### src/rtl/instr_fetch_ctrl.sv
`default_nettype none
// ============================================================================
// Module      : instr_fetch_ctrl
// Description : Fetch sequencer for a synchronous instruction ROM with a
//               one-cycle read latency. It owns the fetch PC, issues ROM
//               reads, tracks the single in-flight read and captures the
//               returned words into a small prefetch FIFO. The FIFO delivers
//               {pc, instr} pairs to decode over a valid/ready handshake.
//               Redirects flush stale work; halt blocks new reads only.
// Revision    : 1.0 - initial release
// ----------------------------------------------------------------------------
// Ports
//   clk                in   clock, rising edge
//   rst_n              in   asynchronous active-low reset
//   o_mem_addr         out  ROM byte address (redirect target or fetch PC)
//   o_mem_rd           out  a read of o_mem_addr is issued this cycle
//   i_mem_instr        in   ROM data, valid the cycle after the issue
//   i_redirect_valid   in   single-cycle redirect request
//   i_redirect_pc      in   redirect target
//   i_halt             in   level; blocks issue of new reads
//   o_out_valid        out  FIFO head holds a valid entry
//   i_out_ready        in   decode accepts the head entry
//   o_out_pc           out  PC of the head entry
//   o_out_instr        out  instruction of the head entry
//   o_halted           out  halt requested, nothing in flight, FIFO empty
// ============================================================================
module instr_fetch_ctrl #(
    parameter int                         ADDRESS_WIDTH = 32,
    parameter int                         DATA_WIDTH    = 32,
    parameter logic [ADDRESS_WIDTH-1:0]   RESET_PC      = '0,
    parameter int                         DEPTH         = 2
) (
    input  logic                       clk,
    input  logic                       rst_n,
    output logic [ADDRESS_WIDTH-1:0]   o_mem_addr,
    output logic                       o_mem_rd,
    input  logic [DATA_WIDTH-1:0]      i_mem_instr,
    input  logic                       i_redirect_valid,
    input  logic [ADDRESS_WIDTH-1:0]   i_redirect_pc,
    input  logic                       i_halt,
    output logic                       o_out_valid,
    input  logic                       i_out_ready,
    output logic [ADDRESS_WIDTH-1:0]   o_out_pc,
    output logic [DATA_WIDTH-1:0]      o_out_instr,
    output logic                       o_halted
);

    localparam int c_PTR_W = $clog2(DEPTH);
    localparam int c_CNT_W = c_PTR_W + 1;
    // One extra bit so count + inflight never overflows the comparison.
    localparam int c_OCC_W = c_CNT_W + 1;

    logic [ADDRESS_WIDTH-1:0] r_fetch_pc;
    logic                     r_inflight;
    logic [ADDRESS_WIDTH-1:0] r_inflight_pc;
    logic [c_CNT_W-1:0]       r_count;
    logic [c_PTR_W-1:0]       r_wr_ptr;
    logic [c_PTR_W-1:0]       r_rd_ptr;
    logic [ADDRESS_WIDTH-1:0] r_fifo_pc    [DEPTH];
    logic [DATA_WIDTH-1:0]    r_fifo_instr [DEPTH];

    logic                     w_pop;
    logic                     w_push;
    logic [c_OCC_W-1:0]       w_occupancy;
    logic                     w_space;

    assign o_out_valid = (r_count != '0);
    assign o_out_pc    = r_fifo_pc[r_rd_ptr];
    assign o_out_instr = r_fifo_instr[r_rd_ptr];
    assign w_pop       = o_out_valid & i_out_ready;

    // Slots already committed (stored + in flight) after this cycle's pop.
    // A pop implies count >= 1, so the subtraction cannot underflow.
    assign w_occupancy = {1'b0, r_count} + c_OCC_W'(r_inflight) - c_OCC_W'(w_pop);
    assign w_space     = (w_occupancy < c_OCC_W'(DEPTH));

    // Gated by rst_n so no read is ever issued while reset is held.
    assign o_mem_rd    = rst_n & ~i_halt & w_space;
    assign o_mem_addr  = i_redirect_valid ? i_redirect_pc : r_fetch_pc;

    // A response that lands in a redirect cycle belongs to the old path.
    assign w_push      = r_inflight & ~i_redirect_valid;

    assign o_halted    = i_halt & ~r_inflight & (r_count == '0);

    always_ff @(posedge clk or negedge rst_n) begin
        if (!rst_n) begin
            r_fetch_pc    <= RESET_PC;
            r_inflight    <= 1'b0;
            r_inflight_pc <= '0;
            r_count       <= '0;
            r_wr_ptr      <= '0;
            r_rd_ptr      <= '0;
            for (int i = 0; i < DEPTH; i++) begin
                r_fifo_pc[i]    <= '0;
                r_fifo_instr[i] <= '0;
            end
        end else begin
            // Issue tracking and PC sequencing (+4 wraps naturally).
            if (o_mem_rd) begin
                r_inflight    <= 1'b1;
                r_inflight_pc <= o_mem_addr;
                r_fetch_pc    <= o_mem_addr + ADDRESS_WIDTH'(4);
            end else begin
                r_inflight <= 1'b0;
                if (i_redirect_valid) begin
                    r_fetch_pc <= i_redirect_pc;
                end
            end

            // Returned ROM word is captured straight from the bus.
            if (w_push) begin
                r_fifo_pc[r_wr_ptr]    <= r_inflight_pc;
                r_fifo_instr[r_wr_ptr] <= i_mem_instr;
            end

            // Flush on redirect; a pop in the same cycle has already been
            // handed to decode, so simply discarding the rest is correct.
            if (i_redirect_valid) begin
                r_count  <= '0;
                r_wr_ptr <= '0;
                r_rd_ptr <= '0;
            end else begin
                if (w_push) begin
                    r_wr_ptr <= r_wr_ptr + 1'b1;
                end
                if (w_pop) begin
                    r_rd_ptr <= r_rd_ptr + 1'b1;
                end
                case ({w_push, w_pop})
                    2'b10:   r_count <= r_count + 1'b1;
                    2'b01:   r_count <= r_count - 1'b1;
                    default: r_count <= r_count;
                endcase
            end
        end
    end

endmodule
`default_nettype wire

### config.mk
export PLATFORM = sky130hd
export DESIGN_NAME = instr_fetch_ctrl
export DESIGN_NICKNAME = d
export VERILOG_FILES = /design/src/rtl/instr_fetch_ctrl.sv
export SDC_FILE = /design/constraint.sdc
export NUM_CORES = 1
export LEC_CHECK = 0
export CAP_MARGIN = 40
export CORE_ASPECT_RATIO = 0.8
export CORE_MARGIN = 1
export CORE_UTILIZATION = 57
export DETAILED_ROUTE_END_ITERATION = 8
export PLACE_DENSITY = 0.86
export SYNTH_ARGS = -nofsm -noshare
export SYNTH_HDL_FRONTEND = slang
export SYNTH_SLANG_ARGS = --single-unit
### constraint.sdc
create_clock -name clk -period 7.55 [get_ports clk]
set_input_delay 1.1325 -clock clk [delete_from_list [all_inputs] [get_ports clk]]
set_output_delay 1.1325 -clock clk [all_outputs]
set_load 0.02 [all_outputs]
==> flow_summary_export.csv <==
group,metric,value,unit
status,status,"finished, final reports clean",
synth,avgSynthCellArea,13.0,um^2
sta,fmax,182,MHz
power_and_ir_drop,peakVddDrop,249,uV
power_and_ir_drop,pwr-share-comb,38.6,%
synth,synthesis.nets,770,
clocking,path_clk_slew,0.06,ns
global_route,antenna_found_initial,0,
final_layout,nets,930,
synth,synthAdderAreaFrac,0.497,%
synth,synth-main-ff-cell,"dfrtp_1",
critical_path,crit_required,6.42,ns
sta,relSlewSlack,37.0,%
power_and_ir_drop,p_sw_share,32.2,%
routing,detail_route.vias_per_cell,5.62,
clocking,cts_tree,"yes",
clocking,clk_root_buffer_cell,"clkbuf_16",
synth,yosys_warnings,0,
synth,synth_seq_cells,197,
routing,vias,6073,
final_layout,final_common_cell,"mux2_2",
synth,synth_mux_area_share,27.1,%
critical_path,critPathMaxStageDelay,0.71,ns
routing,final_antenna_net_count,0,
sta,finalHoldViolCount,0,
sta,clock_skew,0.00909,ns
die,initial_core_util,59.4,%
synth,synthXorXnorAreaFrac,3.28,%
clocking,htreeDepth,4,
job,drv_cap,0,
power_and_ir_drop,switching_power,1.41,mW
global_route,overflow,0,
synth,synth-compound-area-share,3.84,%
final_layout,layout-drive-gt1-share,29.7,%
sta,setup_violations,0,
global_route,grtUsageTotal,27.0,%
die,die_h,115,um
clocking,cts_setup_buffers,0,
synth,synthDistinctLibCells,43,
global_route,grt_pass1_wl,33600,um
placed_design,dp_hpwl,14400,um
synth,yosys.area_share.simple,7.86,%
synth,synth_top_family_by_area,"multiplexers",
critical_path,startpoint_type,"primary input",
critical_path,worstSetupEndpointType,"output port",
sta,rsz0062_at_grt,"false",
final_layout,mostFrequentLayoutCells,"mux2_2, dfrtp_1, clkdlybuf4s50_1, nand2_1, inv_1",
critical_path,critPathKind,"in -> out",
sta,post-route-min-period,5.51,ns
power_and_ir_drop,clockPowerShare,21.6,%
clocking,clkSinkCount,197,
final_layout,fin_cells,1081,
global_route,grt_start_max_net_pins,72,
power_and_ir_drop,p_per_area,379,nW/um^2
sta,drv_slew,0,
synth,synth_area,9070,um^2
die,die_x,143,um
die,rows,40,
clocking,clk_latency,0.43,ns
synth,ys_async_sr_fraction,100,%
placed_design,port-buffer-count,167,
power_and_ir_drop,p_int,2.97,mW
global_route,grt_pass1_vias,6614,
critical_path,critPathMaxFanout,14,
synth,yosysSeqAreaShare,54.4,%
routing,wirelength,21000,um
sta,period_share,73.0,%
synth,synthCells,698,
synth,synth-edff-count,0,
final_layout,n_antenna_cell,0,
die,die_area,16400,um^2
clocking,cts_resized,0,
power_and_ir_drop,power_leakage,5.09,nW
die,ios,168,
final_layout,fillers,937,
sta,setup_tns,0,ns
die,core_area,15300,um^2
hold_path,worst_hold_path_type,"reg -> reg",
critical_path,critPathArrivalTime,4.38,ns
routing,drtIter0Drc,323,
clocking,hold_buffers,0,
clocking,clk_path_buf_depth,2,
routing,dr.pass1.iters,5,
final_layout,areaGrowthSynthToFinish,27.3,%
power_and_ir_drop,seq_power_share,39.8,%
clocking,numCtsBuffers,17,
critical_path,cpMaxStageDelayCell,"clkdlybuf4s50_1",
routing,wl_per_cell,19.5,um
critical_path,worstPathCellList,"clkdlybuf4s50_1 -> nand2_1 -> inv_1 -> ha_1 -> nand2b_1 -> fa_1 -> nand3b_1 -> or2_2 -> inv_1 -> clkdlybuf4s50_1",
sta,tightest_slew,0.944,ns
placed_design,dp_cells,1049,
placed_design,gp_congestion,0.896,
routing,drcViolationCount,0,
[power by group through the flow]
stage	clock network, mW	logic (mW)	registers (mW)
4_1_cts	0.958	1.71	1.74
6_report	0.946	1.69	1.74
5_1_grt	1.01	1.80	1.80
3_3_place_gp	0	1.64	1.71
3_5_place_dp	0	1.69	1.76
2_1_floorplan	0	1.06	1.65
[worst max-delay path, delay by kind of cell]
| kind | cells | cell delay [ns] |
|---|---|---|
| buffers and inverters | 4 | 1.60 |
| adder cells (fa/ha/maj) | 2 | 0.75 |
| AND/OR/NAND/NOR | 4 | 0.87 |
[layout make-up]
class / count / area [um^2] / area share, %
Inverter: 26 / 97.6 / 0.845
Clock buffer: 25 / 505 / 4.38
Clock inverter: 7 / 118 / 1.02
Tap cell: 210 / 263 / 2.28
Sequential cell: 197 / 4930 / 42.7
Multi-Input combinational cell: 439 / 3860 / 33.5
Timing Repair Buffer: 177 / 1770 / 15.3
[cell usage after synthesis (all sizes together), types with 9 or more instances]
master | number | share of area, %
clkbuf | 15 | 0.62
xnor2 | 24 | 2.3
inv | 26 | 1.1
nor2 | 10 | 0.41
buf | 21 | 1.4
mux2i | 18 | 2.0
nor3 | 9 | 0.50
o21ai | 22 | 1.2
dfrtp | 197 | 54
nand3b | 11 | 0.91
mux2 | 202 | 25
nand3 | 18 | 1.1
nand2 | 67 | 2.8
xor2 | 10 | 0.97
[layer usage]
layer	routed length, um	up-vias	track usage [%]	share of wire (%)
met1	9060	3142	34.6	43
met2	10700	152	46.2	51
met3	855	32	5.04	4.1
met4	396	0	9.75	1.9
met5	0	-	0	0
li1	-	2747	-	-
[worst paths after layout]
check | end | slack [ns] | start | cells past startpoint
setup / recovery | o_mem_rd | 2.04 | i_out_ready | 10
hold / removal | r_inflight_pc[31] | 0.50 | r_inflight_pc[31] | 2
setup reg to reg | r_fetch_pc[28] | 3.93 | r_count[1] | 11
hold reg to reg | r_inflight_pc[31] | 0.50 | r_inflight_pc[31] | 2
max in group asynchronous | r_rd_ptr | 5.57 | rst_n | 2
min in group asynchronous | r_inflight_pc[26] | 0.67 | rst_n | 1
[flip-flops by register name, summed over array words and instances, names as in the netlist]
register and cells:
r_count 2, r_fetch_pc 32, r_fifo_instr 64, r_fifo_pc 64, r_inflight 1, r_inflight_pc 32
r_rd_ptr 1, r_wr_ptr 1
[metrics by stage]
| stage | worst slack [ns] | util, % | power, mW | area, um^2 | hold WS, ns |
|---|---|---|---|---|---|
| after floorplan | 3.07 | - | 2.72 | 9070 | 0.458 |
| after global placement | 2.14 | 71.4 | 3.35 | 10900 | 0.474 |
| final | 2.04 | 75.6 | 4.38 | 11500 | 0.496 |
| after detailed placement | 2.09 | 71.5 | 3.45 | 10900 | 0.482 |
| after CTS | 2.05 | 75.6 | 4.41 | 11500 | 0.499 |
| after global routing | 1.89 | 75.6 | 4.60 | 11500 | 0.510 |
[logic make-up after synthesis]
kind of cell / Yosys count
flops: 197
buf+inv: 62
simple gates: 137
xor+xnor: 34
mux: 220
compound gates: 45
fa+ha+maj: 3
Note: power is estimated with default switching activity, not from simulation.
